File: config.mk
export PLATFORM = sky130hd
export DESIGN_NAME = frame_move_scheduler_flat
export DESIGN_NICKNAME = d
export VERILOG_FILES = /design/src/rtl/frame_move_scheduler_if.sv /design/src/rtl/frame_move_scheduler.sv /design/src/flat_wrapper.sv
export SDC_FILE = /design/constraint.sdc
export NUM_CORES = 1
export LEC_CHECK = 0
export CORE_MARGIN = 4
export CORE_UTILIZATION = 60
export DETAILED_ROUTE_END_ITERATION = 7
export GPL_TIMING_DRIVEN = 0
export PLACE_DENSITY = 0.85
export SYNTH_ARGS = -nofsm -noshare
export SYNTH_HDL_FRONTEND = slang
export SYNTH_SLANG_ARGS = --single-unit
export TNS_END_PERCENT = 10
File: constraint.sdc
create_clock -name clk -period 6.23 [get_ports clk]
set_input_delay 0.623 -clock clk [delete_from_list [all_inputs] [get_ports clk]]
set_output_delay 0.623 -clock clk [all_outputs]
set_load 0.01 [all_outputs]
File: src/rtl/frame_move_scheduler_if.sv
// Requester-side handshake bundle for frame_move_scheduler: move requests in, one-hot grants out.
interface frame_move_scheduler_if #(
    parameter int NUM_REQ = 4
);
    logic [NUM_REQ-1:0]   req_valid;
    logic [2*NUM_REQ-1:0] req_dir;
    logic [NUM_REQ-1:0]   req_ack;

    modport master (output req_valid, output req_dir, input req_ack);
    modport slave  (input req_valid, input req_dir, output req_ack);
endinterface

File: src/rtl/frame_move_scheduler.sv
// Once per frame, grants queued sprite moves round-robin and commits all positions atomically.
// Optional macro FRAME_MOVE_WRAP_EN: x axis wraps around (tunnel) instead of clamping.
module frame_move_scheduler #(
    parameter int NUM_REQ    = 4,
    parameter int MAX_GRANTS = 4,
    parameter int STEP       = 2,
    parameter int H_ACTIVE   = 640,
    parameter int V_ACTIVE   = 480,
    parameter int SPRITE     = 16,
    parameter int X_INIT     = 312,
    parameter int Y_INIT     = 232
) (
    input  logic                   clk,
    input  logic                   reset_n,
    input  logic                   refresh_image,
    frame_move_scheduler_if.slave  bus,
    output logic [32*NUM_REQ-1:0]  pos_out,
    output logic                   busy,
    output logic                   frame_done,
    output logic                   overrun
);

    localparam int PTR_W = (NUM_REQ > 1) ? $clog2(NUM_REQ) : 1;
    localparam int CNT_W = $clog2(MAX_GRANTS + 1);
    localparam logic [15:0] XMAX   = 16'(H_ACTIVE - SPRITE);
    localparam logic [15:0] YMAX   = 16'(V_ACTIVE - SPRITE);
    localparam logic [15:0] STEP16 = 16'(STEP);
    localparam logic [31:0] INIT_POS = {16'(Y_INIT), 16'(X_INIT)};

    typedef enum logic [1:0] {IDLE, SCAN, COMMIT} state_t;

    state_t               state_q, state_d;
    logic                 refresh_d_q;
    logic                 frame_edge;
    logic [PTR_W-1:0]     rr_ptr_q;
    logic [CNT_W-1:0]     count_q;
    logic [NUM_REQ-1:0]   granted_q;
    logic [31:0]          shadow_q [NUM_REQ];
    logic                 found;
    logic [PTR_W-1:0]     sel;
    logic [1:0]           dir_sel;
    logic                 grant;
    int                   idx;

    // Saturating (or x-wrapping) one-step move of a packed {y, x} position.
    function automatic logic [31:0] apply_move(input logic [31:0] pos, input logic [1:0] dir);
        logic [15:0] x, y;
        logic [16:0] xs, ys;
        x  = pos[15:0];
        y  = pos[31:16];
        xs = {1'b0, x} + {1'b0, STEP16};
        ys = {1'b0, y} + {1'b0, STEP16};
        case (dir)
            2'b00: y = (y < STEP16) ? 16'd0 : y - STEP16;
            2'b01: y = (ys > {1'b0, YMAX}) ? YMAX : ys[15:0];
`ifdef FRAME_MOVE_WRAP_EN
            2'b10: x = (x < STEP16) ? XMAX : x - STEP16;
            2'b11: x = (xs > {1'b0, XMAX}) ? 16'd0 : xs[15:0];
`else
            2'b10: x = (x < STEP16) ? 16'd0 : x - STEP16;
            2'b11: x = (xs > {1'b0, XMAX}) ? XMAX : xs[15:0];
`endif
            default: ;
        endcase
        return {y, x};
    endfunction

    assign frame_edge = refresh_image & ~refresh_d_q;

    // First pending, not-yet-granted requester at or after the round-robin pointer.
    always_comb begin
        found = 1'b0;
        sel   = '0;
        idx   = 0;
        for (int off = 0; off < NUM_REQ; off++) begin
            idx = int'(rr_ptr_q) + off;
            if (idx >= NUM_REQ) idx = idx - NUM_REQ;
            if (!found && bus.req_valid[idx] && !granted_q[idx]) begin
                found = 1'b1;
                sel   = PTR_W'(idx);
            end
        end
    end

    assign dir_sel = bus.req_dir[2*int'(sel) +: 2];
    assign grant   = (state_q == SCAN) && found && (count_q < CNT_W'(MAX_GRANTS));

    always_ff @(posedge clk or negedge reset_n) begin
        if (!reset_n) state_q <= IDLE;
        else          state_q <= state_d;
    end

    always_comb begin
        state_d = state_q;
        case (state_q)
            IDLE:    if (frame_edge) state_d = SCAN;
            SCAN:    if (!grant)     state_d = COMMIT;
            COMMIT:  state_d = IDLE;
            default: state_d = IDLE;
        endcase
    end

    always_comb begin
        bus.req_ack = '0;
        if (grant) bus.req_ack = NUM_REQ'(1) << sel;
    end

    always_ff @(posedge clk or negedge reset_n) begin
        if (!reset_n) begin
            refresh_d_q <= 1'b0;
            rr_ptr_q    <= '0;
            count_q     <= '0;
            granted_q   <= '0;
            busy        <= 1'b0;
            frame_done  <= 1'b0;
            overrun     <= 1'b0;
            for (int i = 0; i < NUM_REQ; i++) begin
                shadow_q[i]          <= INIT_POS;
                pos_out[32*i +: 32]  <= INIT_POS;
            end
        end else begin
            refresh_d_q <= refresh_image;
            busy        <= (state_d != IDLE);
            frame_done  <= (state_q == COMMIT);
            if (frame_edge && state_q != IDLE) overrun <= 1'b1;
            case (state_q)
                IDLE: begin
                    if (frame_edge) begin
                        granted_q <= '0;
                        count_q   <= '0;
                    end
                end
                SCAN: begin
                    if (grant) begin
                        shadow_q[sel]  <= apply_move(shadow_q[sel], dir_sel);
                        granted_q[sel] <= 1'b1;
                        count_q        <= count_q + 1'b1;
                        rr_ptr_q       <= (int'(sel) == NUM_REQ - 1) ? '0 : sel + 1'b1;
                    end
                end
                COMMIT: begin
                    // Single-cycle copy keeps the display from ever seeing a partial frame.
                    for (int i = 0; i < NUM_REQ; i++) pos_out[32*i +: 32] <= shadow_q[i];
                end
                default: ;
            endcase
        end
    end

endmodule

File: src/flat_wrapper.sv
// flat-port wrapper written by rule: the top's interface ports become plain ports
module frame_move_scheduler_flat 
#(
    parameter int NUM_REQ    = 4,
    parameter int MAX_GRANTS = 4,
    parameter int STEP       = 2,
    parameter int H_ACTIVE   = 640,
    parameter int V_ACTIVE   = 480,
    parameter int SPRITE     = 16,
    parameter int X_INIT     = 312,
    parameter int Y_INIT     = 232
)
  (clk, reset_n, refresh_image, pos_out, busy, frame_done, overrun, bus_req_valid, bus_req_dir, bus_req_ack);
  frame_move_scheduler_if #(.NUM_REQ(NUM_REQ)) bus_i ();
  input  logic clk;
  input  logic reset_n;
  input  logic refresh_image;
  output logic [32*NUM_REQ-1:0] pos_out;
  output logic busy;
  output logic frame_done;
  output logic overrun;
  input wire logic [$bits(bus_i.req_valid)-1:0] bus_req_valid;
  input wire logic [$bits(bus_i.req_dir)-1:0] bus_req_dir;
  output wire logic [$bits(bus_i.req_ack)-1:0] bus_req_ack;
  assign bus_i.req_valid = bus_req_valid;
  assign bus_i.req_dir = bus_req_dir;
  assign bus_req_ack = bus_i.req_ack;
  frame_move_scheduler #(.NUM_REQ(NUM_REQ), .MAX_GRANTS(MAX_GRANTS), .STEP(STEP), .H_ACTIVE(H_ACTIVE), .V_ACTIVE(V_ACTIVE), .SPRITE(SPRITE), .X_INIT(X_INIT), .Y_INIT(Y_INIT)) u_core (.clk(clk), .reset_n(reset_n), .refresh_image(refresh_image), .bus(bus_i), .pos_out(pos_out), .busy(busy), .frame_done(frame_done), .overrun(overrun));
endmodule
==> results <==
- The CTS clock-pin slew for the worst setup and hold paths is 0.07 ns.
- The clock tree from TritonCTS is done.
- The number of global-route vias before repair was 13800.
- The first-pass GRT wire length is 80800 um.
- The share of power burned in combinational logic is 54.8%.
- The clock drives 271 sinks.
- The distinct cell type count after synthesis is 85.
- The most instantiated flip-flop cell in the synthesis netlist is dfrtp_1.
- The count of port buffers added during placement is 149.
- In the synthesized netlist, the number of instances is 1589.
- The count of pins over their slew limit came to 0.
- Counting flops with a built-in enable in the synthesized netlist gives 0.
- The post-layout minimum cycle time is 6.13 ns.
- After detailed routing, the total wire length is 52700 um.
- Averaged over all synthesized cells, the footprint is 8.69 um2.
- The synthesized design spends more area on one cell type than any other, namely dfrtp_1.
- The power share of the sequential group is 29.8%.
- The worst setup path is launched from a primary input.
- The critical path is of the in -> out type.
- The net switching share of the total power is 48.2%.
- The via count is 13600.
- The number of detailed-routing iterations run before antenna repair is 7.
- The placed wire-length estimate is 36400 um.
- In this run the power spent charging and discharging nets is 5420 uW.
- The mean number of vias per cell is 6.59.
- Clock skew on the completed layout was measured at 0.0141 ns.
- The final hold slack is 0.0228 ns.
- The clock latency of the later-clocked register in the worst-skew pair is 0.54 ns.
- 150 I/O pins were placed.
- The part of the Yosys area used for sequential elements is 49.7%.
- The internal cell power is 5820 uW.
- CTS placed an instance of clkbuf_16 at the clock tree root.
- The worst-case vdd ir drop is 0.377 mV.
- Counting both buffers and inverters, the worst setup path holds a total of 9.
- The starting density of the core is 61.0%.
- The count of H-tree levels built during CTS is 1.
- Summed over all cells, the static leakage comes to 0.00754 uW.
- The overall die height is 160 um.
- In this run the deepest clock path goes through 3 buffers.
- The synthesis-to-layout area growth is 20.5%.
- The pin count of the biggest net entering global routing is 130.
- The worst hold path belongs to the class in -> async.
- The number of buffers inserted by post-CTS setup repair is 0.
- Synthesis produced a netlist with a net count of 1613.
- Walking the worst path, the cells encountered are clkdlybuf4s50_1, nand2b_1, o31ai_4, nor2_8, inv_4, buf_6, buf_6, buf_2, buf_2, ha_1, nand2_1, clkinv_1, clkbuf_2, clkdlybuf4s50_1.
- Setup repair after global routing left no endpoint under its margin.
- Global routing used 40.8% of the available tracks across all layers.
- Dividing the detail-routed wire length by the instance count gives 25.4 um.
- The post-cts hold buffer count is 0.
- The share of flip-flops with an asynchronous set or reset after synthesis is 100%.
- The highest clock frequency the design can meet is 163 MHz.
- The slowest cell on the critical path is clkdlybuf4s50_1.
- For this run, the post-layout net count is 1791.
- The synthesized netlist occupies a cell area of 13800 um2.
- Yosys printed 0 warnings.
- The number of antenna violations at the first check in global routing is 1.
- After floorplanning, the core was divided into 55 placement rows.
- After floorplanning, the core was sized to cover 22600 um2.
- The top fanout value on the critical path is 11.
- The total DRC errors in the routed layout is 0.
- The hold violation count in the final report is 0.
- The run finished with clean final reports.
- In the final layout, the share of cells above drive strength 1 is 11.3%.
- The number of synthesized register bits is 271.
- The clock share of power is 15.4%.
- The final critical-path share of the clock period is 98.4%.
- The first routing iteration left 1706 violations.
- The capturing element type of the critical path is an output pin.
- The arrival time of data at the critical path endpoint is 5.51 ns.
- In this design, the largest share of critical-path delay is due to buffers and inverters.
- The number of failing setup endpoints in the final timing report is 0.
- Measured along the x axis, the die boundary spans 160 um.
- In the post-synthesis netlist, the biggest area contributors are dfrtp_1 37%, nand2_1 16%, dfstp_2 12%, o21ai_0 3.0%, mux2_2 2.7%.
- The proportion of netlist area held by the largest area contributor is 37.5%.
- The number of max-capacitance violations reported is 0.
- In this run the remaining antenna-violating nets after routing total 0.
- The final estimated routing congestion in global placement is 1.02.
- For the pin with the worst max-slew slack, the measured transition is 1.37 ns.
- Excluding fillers, the count of instances in the completed layout stands at 2072.
- Clock tree synthesis inserted a total of 27 buffers.
- Power spread over the standard cell area amounts to 675 nW/um2.
- The peak per-stage delay on the critical path is 0.65 ns.
- The relative max-transition margin is 7.99%.
- The required time of the critical path is 5.61 ns.
- The full die area is 25500 um2.
- The repair_antennas step left the layout with diodes totalling 0.
- After global routing the overflow that remains totals 0.
- The placed cell count is 2025.
-- per-stage QoR --
step	utilization [%]	cell area (um2)	setup TNS [ns]	setup WS, ns	total power [uW]
after floorplan	-	13800	0	1.92	6760
after global placement	69.2	15700	-1499.03	-6.35	9100
after detailed placement	69.5	15700	-1.31	-0.561	9240
after CTS	73.5	16600	-0.0344	-0.0344	11000
after global routing	73.5	16600	0	0.102	11800
final	73.5	16600	0	0.0970	11200
-- cells in the mapped netlist, drive strengths merged (18+ instances only) --
master / number
a211oi: 18
a21oi: 59
and3: 24
buf: 32
clkbuf: 57
dfrtp: 207
dfstp: 64
inv: 20
mux2: 33
mux2i: 36
nand2: 572
nand3: 53
nor2: 80
nor3: 33
o21ai: 86
o31ai: 38
-- layout by cell type (no fill, tap or decap), drive strengths merged, types with 6 or more instances in the layout --
cell	netlist	final
nand2	572	572
dfrtp	207	207
clkdlybuf4s50	0	148
clkbuf	57	88
o21ai	86	86
nor2	80	80
dfstp	64	64
a21oi	59	59
nand3	53	53
o31ai	38	38
mux2i	36	36
buf	32	34
mux2	33	33
nor3	33	33
and3	24	24
inv	20	21
a211oi	18	18
clkinv	4	12
xnor2	11	11
nand4	9	9
ha	9	9
a32o	8	8
a31oi	8	8
o211ai	8	8
nand2b	7	7
a22oi	7	7
a211o	7	7
a22o	6	6
o31a	6	6
or4	6	6
-- final timing paths --
path                                            startpoint                         endpoint  slack, ns  cells past startpoint
max reg2reg                u_core.granted_q[3]$_DFFE_PN0P_  u_core.shadow_q[81]$_DFFE_PN0P_       0.54                     18
max in group asynchronous                          reset_n  u_core.shadow_q[70]$_DFFE_PN0P_       5.18                      2
min in group clk           u_core.pos_out[117]$_DFFE_PN1P_  u_core.pos_out[117]$_DFFE_PN1P_       0.46                      2
max                                       bus_req_valid[0]                   bus_req_ack[0]        0.1                     14
min reg2reg                u_core.pos_out[117]$_DFFE_PN1P_  u_core.pos_out[117]$_DFFE_PN1P_       0.46                      2
min                                                reset_n   u_core.pos_out[27]$_DFFE_PN0P_       0.02                      1
-- cells by family (layout without fill, tap and decap cells) --
family | after synthesis | after routing | synth area share (%)
fa+ha+maj | 9 | 9 | 0.815
flops | 271 | 271 | 49.7
xor+xnor | 14 | 14 | 0.888
buf+inv | 113 | 311 | 3.61
compound gates | 300 | 300 | 14.8
mux | 69 | 69 | 5.30
simple gates | 813 | 813 | 24.9
-- state kept, by name, summed over array words and instances, names as in the netlist --
| name | count |
|---|---|
| u_core.pos_out | 128 |
| u_core.shadow_q | 128 |
| u_core.granted_q | 4 |
| u_core.count_q | 3 |
| u_core.rr_ptr_q | 2 |
| u_core.state_q | 2 |
| u_core.busy | 1 |
| u_core.frame_done | 1 |
| u_core.overrun | 1 |
| u_core.refresh_d_q | 1 |
-- cell type report --
cell class / count / area, um2
well taps: 285 / 357
repair buffers: 151 / 1550
clock buffers: 32 / 694
fillers: 1606 / 6000
flip-flops and latches: 271 / 6860
clock inverters: 17 / 229
multi-input cells: 1205 / 6450
inverters: 24 / 92.6
plain buffers: 87 / 404
-- metal layers --
layer | up-vias | global-route usage (%) | share of wire (%)
li1 | 5811 | - | -
met1 | 6552 | 52.6 | 36
met2 | 1038 | 62.9 | 45
met3 | 246 | 10.4 | 13
met4 | 2 | 23.6 | 6.8
met5 | - | 0 | 0.025
-- repair_timing --
action	4_1_cts	5_1_grt
resized for setup	3	2
endpoints found under the setup margin	4	4
endpoints found under the hold margin	0	0
-- power by group through the flow --
stage,Sequential (uW),Combinational [uW],Clock (uW)
after floorplan,3290,3470,0
after global placement,3300,5800,0
after detailed placement,3320,5920,0
after CTS,3310,5980,1720
after global routing,3420,6580,1800
final,3350,6160,1730
Note: power is estimated with default switching activity, not from simulation.
